**src/rtl/m_meip_ctrl_if.sv**
```systemverilog
// Wishbone-classic register port used by the external-interrupt aggregator.
// The bus master drives the request side; the aggregator returns data and acknowledge.
interface m_meip_ctrl_if;
   logic        CYC_I;
   logic        STB_I;
   logic        WE_I;
   logic [1:0]  ADR_I;
   logic [31:0] DAT_I;
   logic [31:0] DAT_O;
   logic        ACK_O;

   modport master (
      output CYC_I, STB_I, WE_I, ADR_I, DAT_I,
      input  DAT_O, ACK_O
   );

   modport slave (
      input  CYC_I, STB_I, WE_I, ADR_I, DAT_I,
      output DAT_O, ACK_O
   );
endinterface

```
**src/rtl/m_meip_ctrl.sv**
```systemverilog
// External-interrupt aggregator: synchronises irq lines, latches level/edge pending bits
// and offers claim/complete over a Wishbone slave; meip is the registered OR of claimable sources.
module m_meip_ctrl #(
   parameter int NSRC       = 8,
   parameter int SYNCSTAGES = 2
) (
   input  logic            CLK_I,
   input  logic            RST_I,
   input  logic [NSRC-1:0] irq_i,
   m_meip_ctrl_if.slave    wb,
   output logic            meip
);

   logic [NSRC-1:0] sync_q [SYNCSTAGES];
   logic [NSRC-1:0] sync_d [SYNCSTAGES];
   logic [NSRC-1:0] h_q, h_d;
   logic [NSRC-1:0] pending_q, pending_d;
   logic [NSRC-1:0] enable_q, enable_d;
   logic [NSRC-1:0] edge_q, edge_d;
   logic [NSRC-1:0] inflight_q, inflight_d;
   logic            ack_q, ack_d;
   logic [31:0]     dat_q, dat_d;
   logic            meip_q, meip_d;

   logic [NSRC-1:0] s;
   logic [NSRC-1:0] c;
   logic [NSRC-1:0] claim_oh;
   logic [NSRC-1:0] edge_set;
   logic [NSRC-1:0] clr;
   logic [4:0]      claim_id;
   logic            acc;
   logic            wr_pend, wr_en, wr_edge, wr_cc, rd_claim;
   logic            unused_dat;

   assign unused_dat = ^wb.DAT_I;

   always_comb begin
      sync_d[0] = irq_i;
      for (int i = 1; i < SYNCSTAGES; i++) begin
         sync_d[i] = sync_q[i-1];
      end
   end

   assign s = sync_q[SYNCSTAGES-1];

   always_comb begin
      acc      = wb.CYC_I & wb.STB_I & ~ack_q;
      wr_pend  = acc &  wb.WE_I & (wb.ADR_I == 2'd0);
      wr_en    = acc &  wb.WE_I & (wb.ADR_I == 2'd1);
      wr_edge  = acc &  wb.WE_I & (wb.ADR_I == 2'd2);
      wr_cc    = acc &  wb.WE_I & (wb.ADR_I == 2'd3);
      rd_claim = acc & ~wb.WE_I & (wb.ADR_I == 2'd3);

      c        = pending_q & enable_q & ~inflight_q;
      // isolate the lowest set bit: source 1 has the highest priority
      claim_oh = c & (~c + NSRC'(1));
      claim_id = 5'd0;
      for (int k = NSRC - 1; k >= 0; k--) begin
         if (c[k]) claim_id = 5'(k + 1);
      end

      h_d      = s;
      edge_set = s & ~h_q;
      clr      = (wr_pend ? wb.DAT_I[NSRC-1:0] : '0) | (rd_claim ? claim_oh : '0);
      // level bits track the synchronised line; edge bits hold until cleared, set beats clear
      pending_d = (edge_q & (edge_set | (pending_q & ~clr))) | (~edge_q & s);

      enable_d = wr_en   ? wb.DAT_I[NSRC-1:0] : enable_q;
      edge_d   = wr_edge ? wb.DAT_I[NSRC-1:0] : edge_q;

      inflight_d = inflight_q | (rd_claim ? claim_oh : '0);
      for (int k = 0; k < NSRC; k++) begin
         if (wr_cc && (wb.DAT_I[4:0] == 5'(k + 1))) inflight_d[k] = 1'b0;
      end

      ack_d = acc;
      dat_d = 32'd0;
      if (acc && !wb.WE_I) begin
         case (wb.ADR_I)
            2'd0:    dat_d = 32'(pending_q);
            2'd1:    dat_d = 32'(enable_q);
            2'd2:    dat_d = 32'(edge_q);
            default: dat_d = 32'(claim_id);
         endcase
      end

      meip_d = |c;
   end

   always_ff @(posedge CLK_I or negedge RST_I) begin
      if (!RST_I) begin
         for (int i = 0; i < SYNCSTAGES; i++) sync_q[i] <= '0;
         h_q        <= '0;
         pending_q  <= '0;
         enable_q   <= '0;
         edge_q     <= '0;
         inflight_q <= '0;
         ack_q      <= 1'b0;
         dat_q      <= 32'd0;
         meip_q     <= 1'b0;
      end else begin
         for (int i = 0; i < SYNCSTAGES; i++) sync_q[i] <= sync_d[i];
         h_q        <= h_d;
         pending_q  <= pending_d;
         enable_q   <= enable_d;
         edge_q     <= edge_d;
         inflight_q <= inflight_d;
         ack_q      <= ack_d;
         dat_q      <= dat_d;
         meip_q     <= meip_d;
      end
   end

   always_comb begin
      wb.ACK_O = ack_q;
      wb.DAT_O = dat_q;
      meip     = meip_q;
   end

endmodule

```
**src/flat_wrapper.sv**
```systemverilog
// flat-port wrapper written by rule: the top's interface ports become plain ports
module m_meip_ctrl_flat 
#(
   parameter int NSRC       = 8,
   parameter int SYNCSTAGES = 2
)
  (CLK_I, RST_I, irq_i, meip, wb_CYC_I, wb_STB_I, wb_WE_I, wb_ADR_I, wb_DAT_I, wb_DAT_O, wb_ACK_O);
  m_meip_ctrl_if wb_i ();
  input  logic CLK_I;
  input  logic RST_I;
  input  logic [NSRC-1:0] irq_i;
  output logic meip;
  input wire logic [$bits(wb_i.CYC_I)-1:0] wb_CYC_I;
  input wire logic [$bits(wb_i.STB_I)-1:0] wb_STB_I;
  input wire logic [$bits(wb_i.WE_I)-1:0] wb_WE_I;
  input wire logic [$bits(wb_i.ADR_I)-1:0] wb_ADR_I;
  input wire logic [$bits(wb_i.DAT_I)-1:0] wb_DAT_I;
  output wire logic [$bits(wb_i.DAT_O)-1:0] wb_DAT_O;
  output wire logic [$bits(wb_i.ACK_O)-1:0] wb_ACK_O;
  assign wb_i.CYC_I = wb_CYC_I;
  assign wb_i.STB_I = wb_STB_I;
  assign wb_i.WE_I = wb_WE_I;
  assign wb_i.ADR_I = wb_ADR_I;
  assign wb_i.DAT_I = wb_DAT_I;
  assign wb_DAT_O = wb_i.DAT_O;
  assign wb_ACK_O = wb_i.ACK_O;
  m_meip_ctrl #(.NSRC(NSRC), .SYNCSTAGES(SYNCSTAGES)) u_core (.CLK_I(CLK_I), .RST_I(RST_I), .irq_i(irq_i), .wb(wb_i), .meip(meip));
endmodule
```
**config.mk**
```make
export PLATFORM = sky130hd
export DESIGN_NAME = m_meip_ctrl_flat
export DESIGN_NICKNAME = d
export VERILOG_FILES = /design/src/rtl/m_meip_ctrl_if.sv /design/src/rtl/m_meip_ctrl.sv /design/src/flat_wrapper.sv
export SDC_FILE = /design/constraint.sdc
export NUM_CORES = 1
export LEC_CHECK = 0
export ABC_CLOCK_PERIOD_IN_PS = 2000
export CAP_MARGIN = 0
export CELL_PAD_IN_SITES_DETAIL_PLACEMENT = 0
export CELL_PAD_IN_SITES_GLOBAL_PLACEMENT = 2
export CORE_UTILIZATION = 30
export DETAILED_ROUTE_END_ITERATION = 10
export PLACE_DENSITY = 0.82
export SETUP_SLACK_MARGIN = 0.1
export SYNTH_ARGS = -nofsm -noshare
export SYNTH_HDL_FRONTEND = slang
export SYNTH_SLANG_ARGS = --single-unit
```
**constraint.sdc**
```tcl
create_clock -name CLK_I -period 2 [get_ports CLK_I]
set_clock_uncertainty 0.15 [all_clocks]
set_input_delay 0.6 -clock CLK_I [delete_from_list [all_inputs] [get_ports CLK_I]]
set_output_delay 0.6 -clock CLK_I [all_outputs]
set_load 0.05 [all_outputs]
```
==> results of run 1 <==
==> report_power, final <==
part / total (W) / switching (W) / internal (W)
Clock: 0.000907 / 0.000473 / 0.000434
Sequential: 0.00162 / 0.000121 / 0.00150
Combinational: 0.000644 / 0.000370 / 0.000274
==> routing by layer <==
layer	wire, µm	vias to the layer above	global-route usage (%)
met1	2930	971	18.4
met4	98	0	6.45
met5	0	-	0
met3	369	7	3.65
li1	-	940	-
met2	2920	63	21.5
==> what timing repair did <==
action                                  CTS  global route
endpoints found under the setup margin   36             7
buffers inserted                          2             0
resized for setup                        11             6
pin swaps                                 5             3
==> registers in the layout (all words and copies together), names as in the netlist <==
| register | count |
|---|---|
| u_core.enable_q | 8 |
| u_core.edge_q | 8 |
| u_core.inflight_q | 8 |
| u_core.pending_q | 8 |
| u_core.sync_d | 8 |
| u_core.h_q | 8 |
| u_core.h_d | 8 |
| u_core.meip | 1 |
| u_core.wb.DAT_O | 8 |
| u_core.wb.ACK_O | 1 |
==> layout by cell type (no fill, tap or decap), drive strengths merged, types with 2 or more instances in the layout <==
cell | synthesis | final
a21o | 3 | 3
a21oi | 13 | 13
a22o | 5 | 5
a22oi | 2 | 2
a2bb2oi | 4 | 4
a32oi | 3 | 3
and3b | 6 | 6
buf | 27 | 39
clkbuf | 1 | 11
clkdlybuf4s15 | 0 | 2
clkdlybuf4s50 | 0 | 15
clkinv | 0 | 4
conb | 1 | 24
dfrtp | 66 | 66
dlygate4sd2 | 0 | 3
inv | 5 | 5
mux2 | 16 | 16
mux2i | 8 | 8
nand2 | 25 | 25
nand3 | 4 | 4
nand3b | 6 | 6
nand4 | 2 | 2
nor2 | 15 | 15
nor2b | 4 | 4
nor3 | 4 | 4
nor3b | 2 | 2
nor4 | 2 | 2
o21ai | 4 | 4
o22ai | 2 | 2
or3 | 2 | 2
==> stage by stage <==
| stage | TNS (ns) | area [µm²] | hold slack (ns) | std cells |
|---|---|---|---|---|
| after floorplan | 0 | 2950 | 0.154 | 265 |
| after global placement | -13.89 | 3420 | 0.182 | 406 |
| after detailed placement | -15.17 | 3420 | 0.185 | 406 |
| after CTS | 0 | 3600 | 0.119 | 423 |
| after global routing | 0 | 3630 | 0.138 | 423 |
| final | 0 | 3630 | 0.0899 | 423 |
==> how the worst max path moves through the flow <==
stage / endpoint / slack [ns] / depth (start not counted) / startpoint
final: u_core.edge_q[2] / 0.13 / 6 / wb_CYC_I
after global routing: u_core.pending_q[7] / 0.10 / 5 / wb_CYC_I
after CTS: u_core.inflight_q[6] / 0.10 / 5 / wb_DAT_I[4]
after detailed placement: u_core.pending_q[7] / -0.49 / 5 / wb_STB_I
after global placement: u_core.pending_q[7] / -0.45 / 5 / wb_CYC_I
after floorplan: u_core.pending_q[7] / 0.02 / 4 / wb_WE_I
==> cell type report <==
cell class	instances	area (µm²)	share of cell area, %
Tap cell	111	139	3.83
Inverter	5	18.8	0.517
Clock inverter	4	20.0	0.552
Timing Repair Buffer	60	557	15.3
Multi-Input combinational cell	166	1110	30.6
Sequential cell	66	1650	45.5
Clock buffer	11	131	3.62
==> logic make-up (layout without fill, tap and decap cells) <==
| group | count (synthesis) | after routing | share of synthesized area (%) |
|---|---|---|---|
| and+or+nand+nor | 78 | 78 | 15.5 |
| DFF | 66 | 66 | 58.0 |
| AOI/OAI and AO/OA | 40 | 40 | 9.49 |
| buffers and inverters | 33 | 80 | 7.73 |
| muxes | 24 | 24 | 9.14 |
| other | 1 | 24 | 0.132 |
==> worst max-delay path, stage by stage <==
cell and delay, ns:
dlygate4sd2_1 0.23, nand4b_1 0.17, buf_4 0.20, nor3b_4 0.21, buf_4 0.19, mux2_2 0.34
==> qor.csv, run 1 <==
stage,metric,value,unit
sta,rsz0062_at_grt,no,
clock_network,clock-sinks,66,
sta,fin_ws,0.133,ns
sta,setup_viol,0,
drt,drc,0,
global_routing,track_usage,14.0,%
drt,postRouteWirelength,6320,µm
setup_path,end_kind,register,
clock_network,numCtsBuffers,9,
clock_network,insertion_delay,0.34,ns
clock_network,clkTransAtPathRegs,0.07,ns
sta,slew_viol_final,0,
floorplanning,start_util,31.0,%
clock_network,h-tree-depth,3,
layout,diodes,0,
setup_path,r2r_end,u_core.edge_q[2],
drt,dr.first_iter.drc_count,99,
yosys,yosysTopAreaCell,dfrtp_1,
setup_path,reg2reg_depth,5,
floorplanning,die-area,9890,µm²
yosys,synth_edf_count,0,
placement,io_buffers,32,
sta,report.final.hold_viol_count,0,
sta,fmax,535,MHz
yosys,synth_ff_type,dfrtp_1,
setup_path,cp_data_required_time,2.07,ns
yosys,yosys_warnings,0,
drt,ant_nets,0,
yosys,syn_inst,242,
yosys,synth_top_area_share,58.0,%
yosys,ys_ff_latch,66,
placement,globalplace.congestion,0.786,
placement,hpwl,4390,µm
yosys,avgSynthCellArea,11.8,µm²
run,cap_violations,0,
global_routing,antenna_found_initial,0,
clock_network,clockBufferDepth,2,
floorplanning,ios,81,
power,peakVddDrop,258,µV
yosys,ys_seq_area_share,58.0,%
clock_network,cts_tree,done,
setup_path,rr_startpoint,u_core.wb.ACK_O,
layout,fillers,930,
layout,drive_above_1_share,26.3,%
setup_path,worstPathArrival,1.94,ns
setup_path,crit_type,input port to register,
hold_path,hold_path.class,input port to async pin,
power,p_leak,1.71,nW
global_routing,grt_first_pass_wirelength,10200,µm
setup_path,critical_path.max_fanout,4,
yosys,ys_types,38,
setup_path,worst_setup_path_start_kind,input port,
yosys,async_reset_ff_share,100,%
global_routing,grt_start_max_net_pins,67,
floorplanning,rows,35,
drt,wl_per_cell,14.9,µm
yosys,synth_commonest_cells,"66 x dfrtp_1, 25 x buf_4, 25 x nand2_1",
clock_network,cts_root_buf,clkbuf_8,
setup_path,rrSetupSlack,0.16,ns
power,finalPower,0.00317,W
sta,fin_crit,1.87,ns
drt,vias,1981,
floorplanning,die_h,99.4,µm
layout,area_growth,27.5,%
sta,final.period_utilization,93.4,%
floorplanning,die_x,99.4,µm
global_routing,grt_pass1_vias,1991,
floorplanning,core_area,9200,µm²
status,status,finished clean,
yosys,yosys.cell_count.top_type,dfrtp_1,
clock_network,cts_hold_buffers,0,
power,power_density,874,nW/µm²
yosys,netlist_top_cells_area,"dfrtp_1 58%, buf_4 6.6%, mux2_2 6.3%, nand2_1 3.3%, mux2i_1 2.8%",
drt,dr.pass1.iters,4,
layout,nets,355,
global_routing,gr-total-overflow,0,
placement,dp_worst_setup_slack,-0.495,ns
yosys,syn_area,2850,µm²
layout,utilization,39.5,%
drt,via_per_inst,4.68,
Power figures use the tool's default switching activity.
==> run 2, diff against run 1 <==
--- a/config.mk
+++ b/config.mk
@@ -5,13 +5,15 @@
 export SDC_FILE = /design/constraint.sdc
 export NUM_CORES = 1
 export LEC_CHECK = 0
+export ABC_AREA = 1
 export ABC_CLOCK_PERIOD_IN_PS = 2000
 export CAP_MARGIN = 0
 export CELL_PAD_IN_SITES_DETAIL_PLACEMENT = 0
 export CELL_PAD_IN_SITES_GLOBAL_PLACEMENT = 2
-export CORE_UTILIZATION = 30
+export CORE_UTILIZATION = 28
 export DETAILED_ROUTE_END_ITERATION = 10
-export PLACE_DENSITY = 0.82
+export PLACE_DENSITY = 0.83
+export RECOVER_POWER = 100
 export SETUP_SLACK_MARGIN = 0.1
 export SYNTH_ARGS = -nofsm -noshare
 export SYNTH_HDL_FRONTEND = slang
==> qor.csv, run 2 <==
stage,metric,value,unit,change
floorplanning,rows,37,,was 35
setup_path,worstPathArrival,1.92,ns,was 1.94 ns
power,power_density,866,nW/µm²,was 874 nW/µm²
yosys,syn_area,3000,µm²,was 2850 µm²
clock_network,cts_root_buf,clkbuf_8,,unchanged
global_routing,grt_pass1_vias,2187,,was 1991
yosys,yosys_warnings,0,,unchanged
setup_path,crit_end,u_core.wb.DAT_O[0],,was u_core.edge_q[2]
layout,diodes,0,,unchanged
layout,final_common_cell,nand2_1,,was dfrtp_1
sta,report.final.hold_viol_count,0,,unchanged
yosys,ys_seq_area_share,55.0,%,was 58.0%
placement,io_buffers,32,,unchanged
clock_network,numCtsBuffers,9,,unchanged
setup_path,end_kind,register,,unchanged
yosys,avgSynthCellArea,8.53,µm²,was 11.8 µm²
drt,ant_nets,0,,unchanged
status,status,finished clean,,unchanged
placement,globalplace.congestion,0.848,,was 0.786
yosys,async_reset_ff_share,100,%,unchanged
layout,utilization,36.2,%,was 39.5%
sta,tns,0,ns,unchanged
setup_path,critical_path.max_fanout,8,,was 4
power,p_leak,2.01,nW,was 1.71 nW
setup_path,reg2reg_depth,4,,was 5
global_routing,grt_start_max_net_pins,28,,was 67
sta,hold_slack,0.199,ns,was 0.0899 ns
yosys,synth_ff_type,dfrtp_1,,unchanged
sta,setup_viol,0,,unchanged
yosys,synth_top_family_by_area,simple AND/OR/NAND/NOR gates,,unchanged
global_routing,track_usage,13.0,%,was 14.0%
yosys,netlist_top_cells_area,"dfrtp_1 55%, nand2_1 15%, buf_4 6.5%, inv_1 5.6%, nand3_1 3.7%",,"was dfrtp_1 58%, buf_4 6.6%, mux2_2 6.3%, nand2_1 3.3%, mux2i_1 2.8%"
floorplanning,die_h,106,µm,was 99.4 µm
yosys,synthSimpleGateAreaFrac,26.6,%,was 15.5%
placement,hpwl,4930,µm,was 4390 µm
yosys,yosysTopAreaCell,dfrtp_1,,unchanged
setup_path,crit_type,input port to register,,unchanged
sta,fin_crit,1.85,ns,was 1.87 ns
layout,nets,462,,was 355
clock_network,clock-sinks,66,,unchanged
clock_network,clockBufferDepth,2,,unchanged
yosys,syn_inst,352,,was 242
yosys,synth_top_area_share,55.0,%,was 58.0%
setup_path,startpoint,wb_ADR_I[1],,was wb_CYC_I
clock_network,insertion_delay,0.33,ns,was 0.34 ns
sta,rsz0062_at_grt,no,,unchanged
yosys,ys_ff_latch,66,,unchanged
drt,dr.first_iter.drc_count,63,,was 99
layout,drive_above_1_share,14.3,%,was 26.3%
layout,area_growth,25.1,%,was 27.5%
yosys,ys_types,20,,was 38
drt,dr.pass1.iters,4,,unchanged
sta,fin_ws,0.148,ns,was 0.133 ns
yosys,yosys.cell_count.top_type,nand2_1,,was dfrtp_1
clock_network,clkTransAtPathRegs,0.07,ns,about the same
drt,via_per_inst,4.25,,was 4.68
yosys,synth_mux_area_share,0,%,was 9.14%
floorplanning,ios,81,,unchanged
setup_path,rrSetupSlack,0.43,ns,was 0.16 ns
floorplanning,die-area,11100,µm²,was 9890 µm²
clock_network,cts_tree,done,,unchanged
floorplanning,start_util,29.0,%,was 31.0%
drt,postRouteWirelength,7210,µm,was 6320 µm
hold_path,hold_path.class,register to register,,was input port to async pin
sta,slew_viol_final,0,,unchanged
setup_path,rr_startpoint,u_core.wb.ACK_O,,unchanged
sta,relSlewSlack,28.8,%,
setup_path,worst_setup_path_start_kind,input port,,unchanged
setup_path,cp_data_required_time,2.06,ns,was 2.07 ns
yosys,synth-xor-area-share,0,%,unchanged
drt,wl_per_cell,13.0,µm,was 14.9 µm
run,cap_violations,0,,unchanged
hold_path,whs_path_depth,0,,
drt,vias,2364,,was 1981
global_routing,gr-total-overflow,0,,unchanged
setup_path,r2r_end,u_core.edge_q[4],,was u_core.edge_q[2]
yosys,synth_edf_count,0,,unchanged
floorplanning,core_area,10400,µm²,was 9200 µm²
global_routing,antenna_found_initial,0,,unchanged
yosys,synth_commonest_cells,"118 x nand2_1, 66 x dfrtp_1, 45 x inv_1",,"was 66 x dfrtp_1, 25 x buf_4, 25 x nand2_1"
sta,worst_pin_slew,1.07,ns,
sta,fmax,540,MHz,was 535 MHz
layout,most-common-layout-cells,"117 x nand2_1, 66 x dfrtp_1, 45 x inv_1",,"was 65 x dfrtp_1, 32 x buf_4, 25 x nand2_1"
sta,final.period_utilization,92.6,%,was 93.4%
global_routing,grt_first_pass_wirelength,10900,µm,was 10200 µm
yosys,synthAdderAreaFrac,0,%,unchanged
power,peakVddDrop,293,µV,was 258 µV
floorplanning,die_x,106,µm,was 99.4 µm
clock_network,h-tree-depth,3,,unchanged
drt,drc,0,,unchanged
placement,dp_worst_setup_slack,-0.274,ns,was -0.495 ns
yosys,synth_compound_area_share,5.25,%,was 9.49%
-- run 2: changes by cell type in the layout (fill, tap and decap cells not counted), sizes merged, moves of 6 or more --
| cell | before | now |
|---|---|---|
| buf | 39 | 22 |
| clkbuf | 11 | 26 |
| nand2 | 25 | 118 |
| nand3 | 4 | 27 |
| inv | 5 | 45 |
| nor2 | 15 | 27 |
| dlygate4sd3 | 0 | 8 |
| and3b | 6 | 0 |
| mux2 | 16 | 0 |
| o21ai | 4 | 19 |
| mux2i | 8 | 0 |
-- run 2: worst min path at each step --
stage / start / end / slack [ns]
after floorplan: RST_I / u_core.edge_q[0] / 0.15
after global placement: u_core.sync_d[1] / u_core.h_d[1] / 0.18
after detailed placement: u_core.sync_d[1] / u_core.h_d[1] / 0.19
after CTS: RST_I / u_core.enable_q[7] / 0.05
after global routing: u_core.sync_d[6] / u_core.h_d[6] / 0.21
final: u_core.sync_d[1] / u_core.h_d[1] / 0.20
-- run 2: critical path: stages --
cell and delay (ns):
clkdlybuf4s50_1 0.52, clkbuf_1 0.16, nor2_4 0.08, buf_4 0.19, nand2_1 0.07, nand3_1 0.09
a21oi_1 0.13, nand2_1 0.08
-- run 2: area by class of cell --
type	count	area, µm²
multi-input combinational	237	1080
clock inverter	2	35.0
timing repair buffer	56	485
clock buffer	14	163
tap	136	170
inverter	45	169
sequential	66	1650
fill	1119	6610
-- run 2: power breakdown --
| part | internal, W | switching (W) | total [W] |
|---|---|---|---|
| registers | 0.00148 | 0.000102 | 0.00158 |
| clock network | 0.000644 | 0.000478 | 0.00112 |
| logic | 0.000184 | 0.000370 | 0.000553 |
| total | 0.00230 | 0.000950 | 0.00325 |
-- run 2: metal layers --
metal / vias up / global-route usage (%) / part of all wire, %
met5: - / 0 / 0
met4: 0 / 5.06 / 1.5
met3: 11 / 3.46 / 4.2
met2: 50 / 21.2 / 49
met1: 1130 / 16.4 / 45
li1: 1173 / - / -
-- run 2: what timing repair did --
item	CTS	global route
cloned	0	2
setup endpoints to repair	3	30
hold buffers	0	0
resized for setup	0	19
buffers inserted	0	1
pin swaps	0	9
-- run 2: cell families (layout without fill, tap and decap cells) --
group,after synthesis,in the layout
and+or+nand+nor,184,186
buffers and inverters,74,117
DFF,66,66
AOI/OAI and AO/OA,27,27
other,1,24
-- run 2: per-stage QoR --
step	power, W	area [µm²]	cells
2_1_floorplan	0.00200	3090	375
3_3_place_gp	0.00217	3560	537
3_5_place_dp	0.00218	3560	537
4_1_cts	0.00332	3760	553
5_1_grt	0.00344	3760	556
6_report	0.00325	3760	556
